<file path="src/rtl/imem_loader.sv">
// Program loader and instruction-fetch front end for the MIPS core: streams words into
// a local instruction memory while holding the core in reset, then serves fetches by PC.
module imem_loader #(
  parameter int          DEPTH      = 32,
  parameter int          ADDR_W     = 5,
  parameter int          RESET_HOLD = 2,
  parameter logic [31:0] NOP_WORD   = 32'h0000_0000
) (
  input  logic              clock,
  input  logic              reset,
  input  logic              load_valid,
  output logic              load_ready,
  input  logic [31:0]       load_data,
  input  logic              load_last,
  input  logic [31:0]       cur_pc,
  output logic [31:0]       instruction,
  output logic              core_reset,
  output logic              running,
  output logic [ADDR_W:0]   loaded_count,
  output logic              load_error
);

  localparam int HOLD_W = (RESET_HOLD > 1) ? $clog2(RESET_HOLD) : 1;
  localparam logic [ADDR_W:0]   LAST_IDX = (ADDR_W+1)'(DEPTH - 1);
  localparam logic [HOLD_W-1:0] HOLD_END = HOLD_W'(RESET_HOLD - 1);

  typedef enum logic [1:0] {
    LOAD = 2'd0,
    HOLD = 2'd1,
    RUN  = 2'd2
  } state_t;

  state_t            state;
  logic [HOLD_W-1:0] hold_cnt;
  logic [31:0]       mem [DEPTH];
  logic              xfer;
  logic [ADDR_W-1:0] fetch_idx;

  // A fetch is served only for an aligned, in-range PC that hits a word loaded since reset.
  function automatic logic fetch_ok(input logic [31:0] pc, input logic [ADDR_W:0] cnt,
                                    input logic in_run);
    logic [ADDR_W-1:0] idx;
    idx = pc[ADDR_W+1:2];
    fetch_ok = in_run && (pc[1:0] == 2'b00) && (pc[31:ADDR_W+2] == '0)
               && ({1'b0, idx} < cnt);
  endfunction

  assign load_ready = (state == LOAD);
  assign xfer       = load_valid && load_ready;
  assign fetch_idx  = cur_pc[ADDR_W+1:2];

  always_comb begin
    instruction = NOP_WORD;
    if (fetch_ok(cur_pc, loaded_count, state == RUN))
      instruction = mem[fetch_idx];
  end

  // Memory is deliberately left out of reset; loaded_count masks stale contents.
  always_ff @(posedge clock) begin
    if (!reset && xfer)
      mem[loaded_count[ADDR_W-1:0]] <= load_data;
  end

  always_ff @(posedge clock) begin
    if (reset) begin
      state        <= LOAD;
      loaded_count <= '0;
      hold_cnt     <= '0;
      load_error   <= 1'b0;
      core_reset   <= 1'b1;
      running      <= 1'b0;
    end else begin
      case (state)
        LOAD: begin
          if (xfer) begin
            loaded_count <= loaded_count + 1'b1;
            if (load_last || loaded_count == LAST_IDX) begin
              state    <= HOLD;
              hold_cnt <= '0;
              if (!load_last)
                load_error <= 1'b1;
            end
          end
        end
        HOLD: begin
          if (hold_cnt == HOLD_END) begin
            state      <= RUN;
            hold_cnt   <= '0;
            core_reset <= 1'b0;
            running    <= 1'b1;
          end else begin
            hold_cnt <= hold_cnt + 1'b1;
          end
        end
        RUN: begin
          core_reset <= 1'b0;
          running    <= 1'b1;
        end
        default: begin
          state      <= LOAD;
          core_reset <= 1'b1;
          running    <= 1'b0;
        end
      endcase
    end
  end

endmodule

</file>
<file path="config.mk">
export PLATFORM = sky130hd
export DESIGN_NAME = imem_loader
export DESIGN_NICKNAME = d
export VERILOG_FILES = /design/src/rtl/imem_loader.sv
export SDC_FILE = /design/constraint.sdc
export NUM_CORES = 1
export LEC_CHECK = 0
export BUFFER_PORTS_ARGS = -buffer_cell sky130_fd_sc_hd__buf_2
export CORE_MARGIN = 10
export CORE_UTILIZATION = 55
export CTS_CLUSTER_DIAMETER = 120
export CTS_CLUSTER_SIZE = 20
export DETAILED_ROUTE_END_ITERATION = 8
export GPL_TIMING_DRIVEN = 0
export PLACE_DENSITY = 0.72
export SLEW_MARGIN = 25
export SYNTH_ARGS = -nofsm -noshare
export SYNTH_HDL_FRONTEND = slang
export SYNTH_SLANG_ARGS = --single-unit
</file>
<file path="constraint.sdc">
create_clock -name clock -period 8.41 [get_ports clock]
set_input_delay 0.4205 -clock clock [delete_from_list [all_inputs] [get_ports clock]]
set_output_delay 0.4205 -clock clock [all_outputs]
set_load 0.03 [all_outputs]
</file>
==> flow_metrics.env <==
export IMPL_post_route_min_period_ns=4.28
export IMPL_fmax_mhz=233
export IMPL_die_area_sq_um=85200
export IMPL_clkLatencyLatePin_ns=0.65
export IMPL_ys_top_cells_by_count="1024 x edfxtp_1, 190 x mux2i_1, 126 x mux4_2, 66 x a21oi_1, 62 x o221ai_1"
export IMPL_p_per_area_nw_per_um2=205
export IMPL_ys_seq_elements=1036
export IMPL_firstDrtPassIters=6
export IMPL_fin_crit_sh_pct=50.9
export IMPL_worstMarginPinSlew_ns=1.03
export IMPL_antenna_left=0
export IMPL_grt_pass1_vias=21400
export IMPL_initial_core_util_pct=55.6
export IMPL_swShare_pct=21.8
export IMPL_critPathCapture="instruction[20]"
export IMPL_worstRegToRegCells=7
export IMPL_fp_row_count=99
export IMPL_viasPerCell=6.63
export IMPL_final_max_slew_violation_count=0
export IMPL_antenna_found_initial=2
export IMPL_synth_cell_types=52
export IMPL_cts_buffers=57
export IMPL_synthMostInstantiatedCell="edfxtp_1"
export IMPL_grt_pass1_wl_um=147000
export IMPL_dieWidth_um=292
export IMPL_htree_num_levels=2
export IMPL_synth_top_area_share_pct=75.6
export IMPL_slew_headroom_pct=31.4
export IMPL_tns_ns=0
export IMPL_syn_area_per_cell_sq_um=20.1
export IMPL_syn_inst=2018
export IMPL_power_frac_clock_pct=30.7
export IMPL_cts_root_buf="clkbuf_16"
export IMPL_total_leakage_power_nw=14.4
export IMPL_ys_seq_area_share_pct=76.2
export IMPL_num_io_pins=110
export IMPL_wl_per_cell_um=31.5
export IMPL_cp_end_kind="primary output"
export IMPL_setup_violations=0
export IMPL_hpwl_um=68500
export IMPL_crit_fanout=10
export IMPL_finClkSkew_ns=0.0225
export IMPL_combPwrFrac_pct=7.6
export IMPL_clk_pin_slew_ns=0.09
export IMPL_clockBufferDepth=3
export IMPL_status="finished clean"
export IMPL_fin_nets=2309
export IMPL_place_gp_congestion=0.813
export IMPL_route_detailed_drc=0
export IMPL_power_switching_mw=2.03
export IMPL_tritoncts="done"
export IMPL_yosys_area_top_type="edfxtp_1"
export IMPL_crit_required_ns=7.99
export IMPL_cp_startpoint="state[0]$_SDFFE_PP0P_"
export IMPL_synth_area_leaders="edfxtp_1 76%, mux4_2 7.0%, mux2i_1 4.7%"
export IMPL_area_delta_synth_final_pct=11.4
export IMPL_power_total_mw=9.30
export IMPL_synth_flop_cell="edfxtp_1"
export IMPL_placement_io_buffers=108
export IMPL_r2r_start="state[0]$_SDFFE_PP0P_"
export IMPL_diodes=0
export IMPL_die_y_um=292
export IMPL_clkSinkCount=1036
export IMPL_synthArstFlopShare_pct=0
export IMPL_coreArea_sq_um=73100
export IMPL_layout_drive_gt1_share_pct=21.5
export IMPL_wirelength_um=101000
export IMPL_start_kind="flip-flop"
export IMPL_yosysWarnings=0
export IMPL_min_path_type="in -> reg"
export IMPL_rsz0062_at_grt="false"
export IMPL_vias=21300
export IMPL_rrSetupSlack_ns=5.28
export IMPL_grt_overflow=0
export IMPL_syn_cell_area_sq_um=40700
export IMPL_r2r_end="mem[12][5]$_DFFE_PP_"
export IMPL_p_seq_share_pct=61.7
export IMPL_worstSetupPathType="reg -> out"
export IMPL_groute_usage_overall_pct=23.5
export IMPL_final_hold_violation_count=0
export IMPL_intPower_mw=7.27
export IMPL_drt_initial_drc_count=2668
export IMPL_grt_max_degree=33
export IMPL_syn_nets=2099
export IMPL_worst_endpoint_arrival_ns=3.86
export IMPL_vdd_drop_max_mv=0.150
export IMPL_maxCapViolations=0
export IMPL_synth_edf_count=1024
cells in the final DEF, fill, tap and decap left out, types with 7 or more instances in the layout:
cell	n
buf_2	116
mux2_2	60
o221ai_1	62
mux4_2	126
buf_12	16
buf_16	27
nand2_1	12
mux2i_1	190
nand2b_1	36
buf_1	7
o22ai_1	32
nor4_1	7
buf_4	7
a21oi_1	66
o32ai_1	31
nand3b_1	31
nand3_1	9
clkbuf_16	60
o211ai_1	32
inv_1	9
a221oi_1	33
dfxtp_1	12
ha_1	13
buf_6	29
o22a_1	31
clkbuf_1	83
nor2_1	11
edfxtp_1	1024
nor2_4	32
worst min path at each step:
stage | start | end | slack [ns] | cells past startpoint
floorplan | state[1]$_SDFFE_PP0P_ | state[1]$_SDFFE_PP0P_ | 0.47 | 2
global placement | running$_SDFFE_PP0P_ | running$_SDFFE_PP0P_ | 0.46 | 2
detailed placement | load_error$_SDFFE_PP0P_ | load_error$_SDFFE_PP0P_ | 0.47 | 1
CTS | load_last | load_error$_SDFFE_PP0P_ | 0.1 | 3
global route | load_last | load_error$_SDFFE_PP0P_ | 0.13 | 3
finish | load_last | load_error$_SDFFE_PP0P_ | 0.14 | 3
worst max-delay path, cell delays in order (launching register included):
cell      delay, ns
dfxtp_1        0.35
inv_1          0.11
ha_1           0.23
nor4b_1        0.33
nand4_1        0.18
nor3_1         0.21
o21ai_1        0.35
clkbuf_1       0.39
o32ai_1        0.72
buf_2          0.34
flip-flops by register name (all words and copies together), names as in the netlist:
signal	flops
mem	1024
loaded_count	6
state	2
core_reset	1
hold_cnt	1
load_error	1
running	1
power groups by stage:
stage / combinational [mW] / clock [mW] / sequential (mW)
3_5_place_dp: 0.696 / 0 / 5.86
6_report: 0.706 / 2.85 / 5.74
5_1_grt: 0.747 / 3.06 / 5.75
3_3_place_gp: 0.637 / 0 / 5.86
2_1_floorplan: 0.377 / 0 / 5.87
4_1_cts: 0.699 / 2.87 / 5.74
routing by layer:
metal  part of all wire (%)  vias to the layer above  GRT usage (%)
li1                       -                     8846              -
met1                     37                    11100           31.5
met2                     50                     1215           39.8
met3                    9.9                      178           3.73
met4                    2.5                        0           6.17
met5                      0                        -              0
through the flow:
step                hold WS, ns  setup WS [ns]  utilization [%]  std cells  instance area [sq um]
detailed placement        0.472           4.22             59.8       3127                  43700
global route              0.131           4.01             62.0       3211                  45300
floorplan                 0.470           5.23                -       2018                  40700
finish                    0.138           4.13             62.0       3211                  45300
CTS                      0.0993           4.09             62.0       3211                  45300
global placement          0.460           3.64             58.0       3085                  42400
cell type report:
cell class              count  area, sq um
clock buffers              82         1580
fillers                  4900        27800
plain buffers             117          754
multi-input cells         854         9110
flip-flops and latches   1036        31000
well taps                 959         1200
clock inverters             1         8.76
inverters                  11         41.3
repair buffers            151         1580
timing repair:
| action | 4_1_cts | 5_1_grt |
|---|---|---|
| endpoints found under the hold margin | 1 | 0 |
| hold buffers | 1 | 0 |
| setup buffers | 0 | 0 |
| resized for setup | 0 | 0 |
kinds of logic after synthesis:
| logic type | share of synthesized area, % |
|---|---|
| AO/OA/AOI/OAI | 5.59 |
| XOR/XNOR | 0.108 |
| adder cells (fa/ha/maj) | 0.400 |
| buffers and inverters | 1.96 |
| flip-flops | 76.2 |
| multiplexers | 13.7 |
| AND/OR/NAND/NOR | 2.04 |
Note: power is estimated with default switching activity, not from simulation.
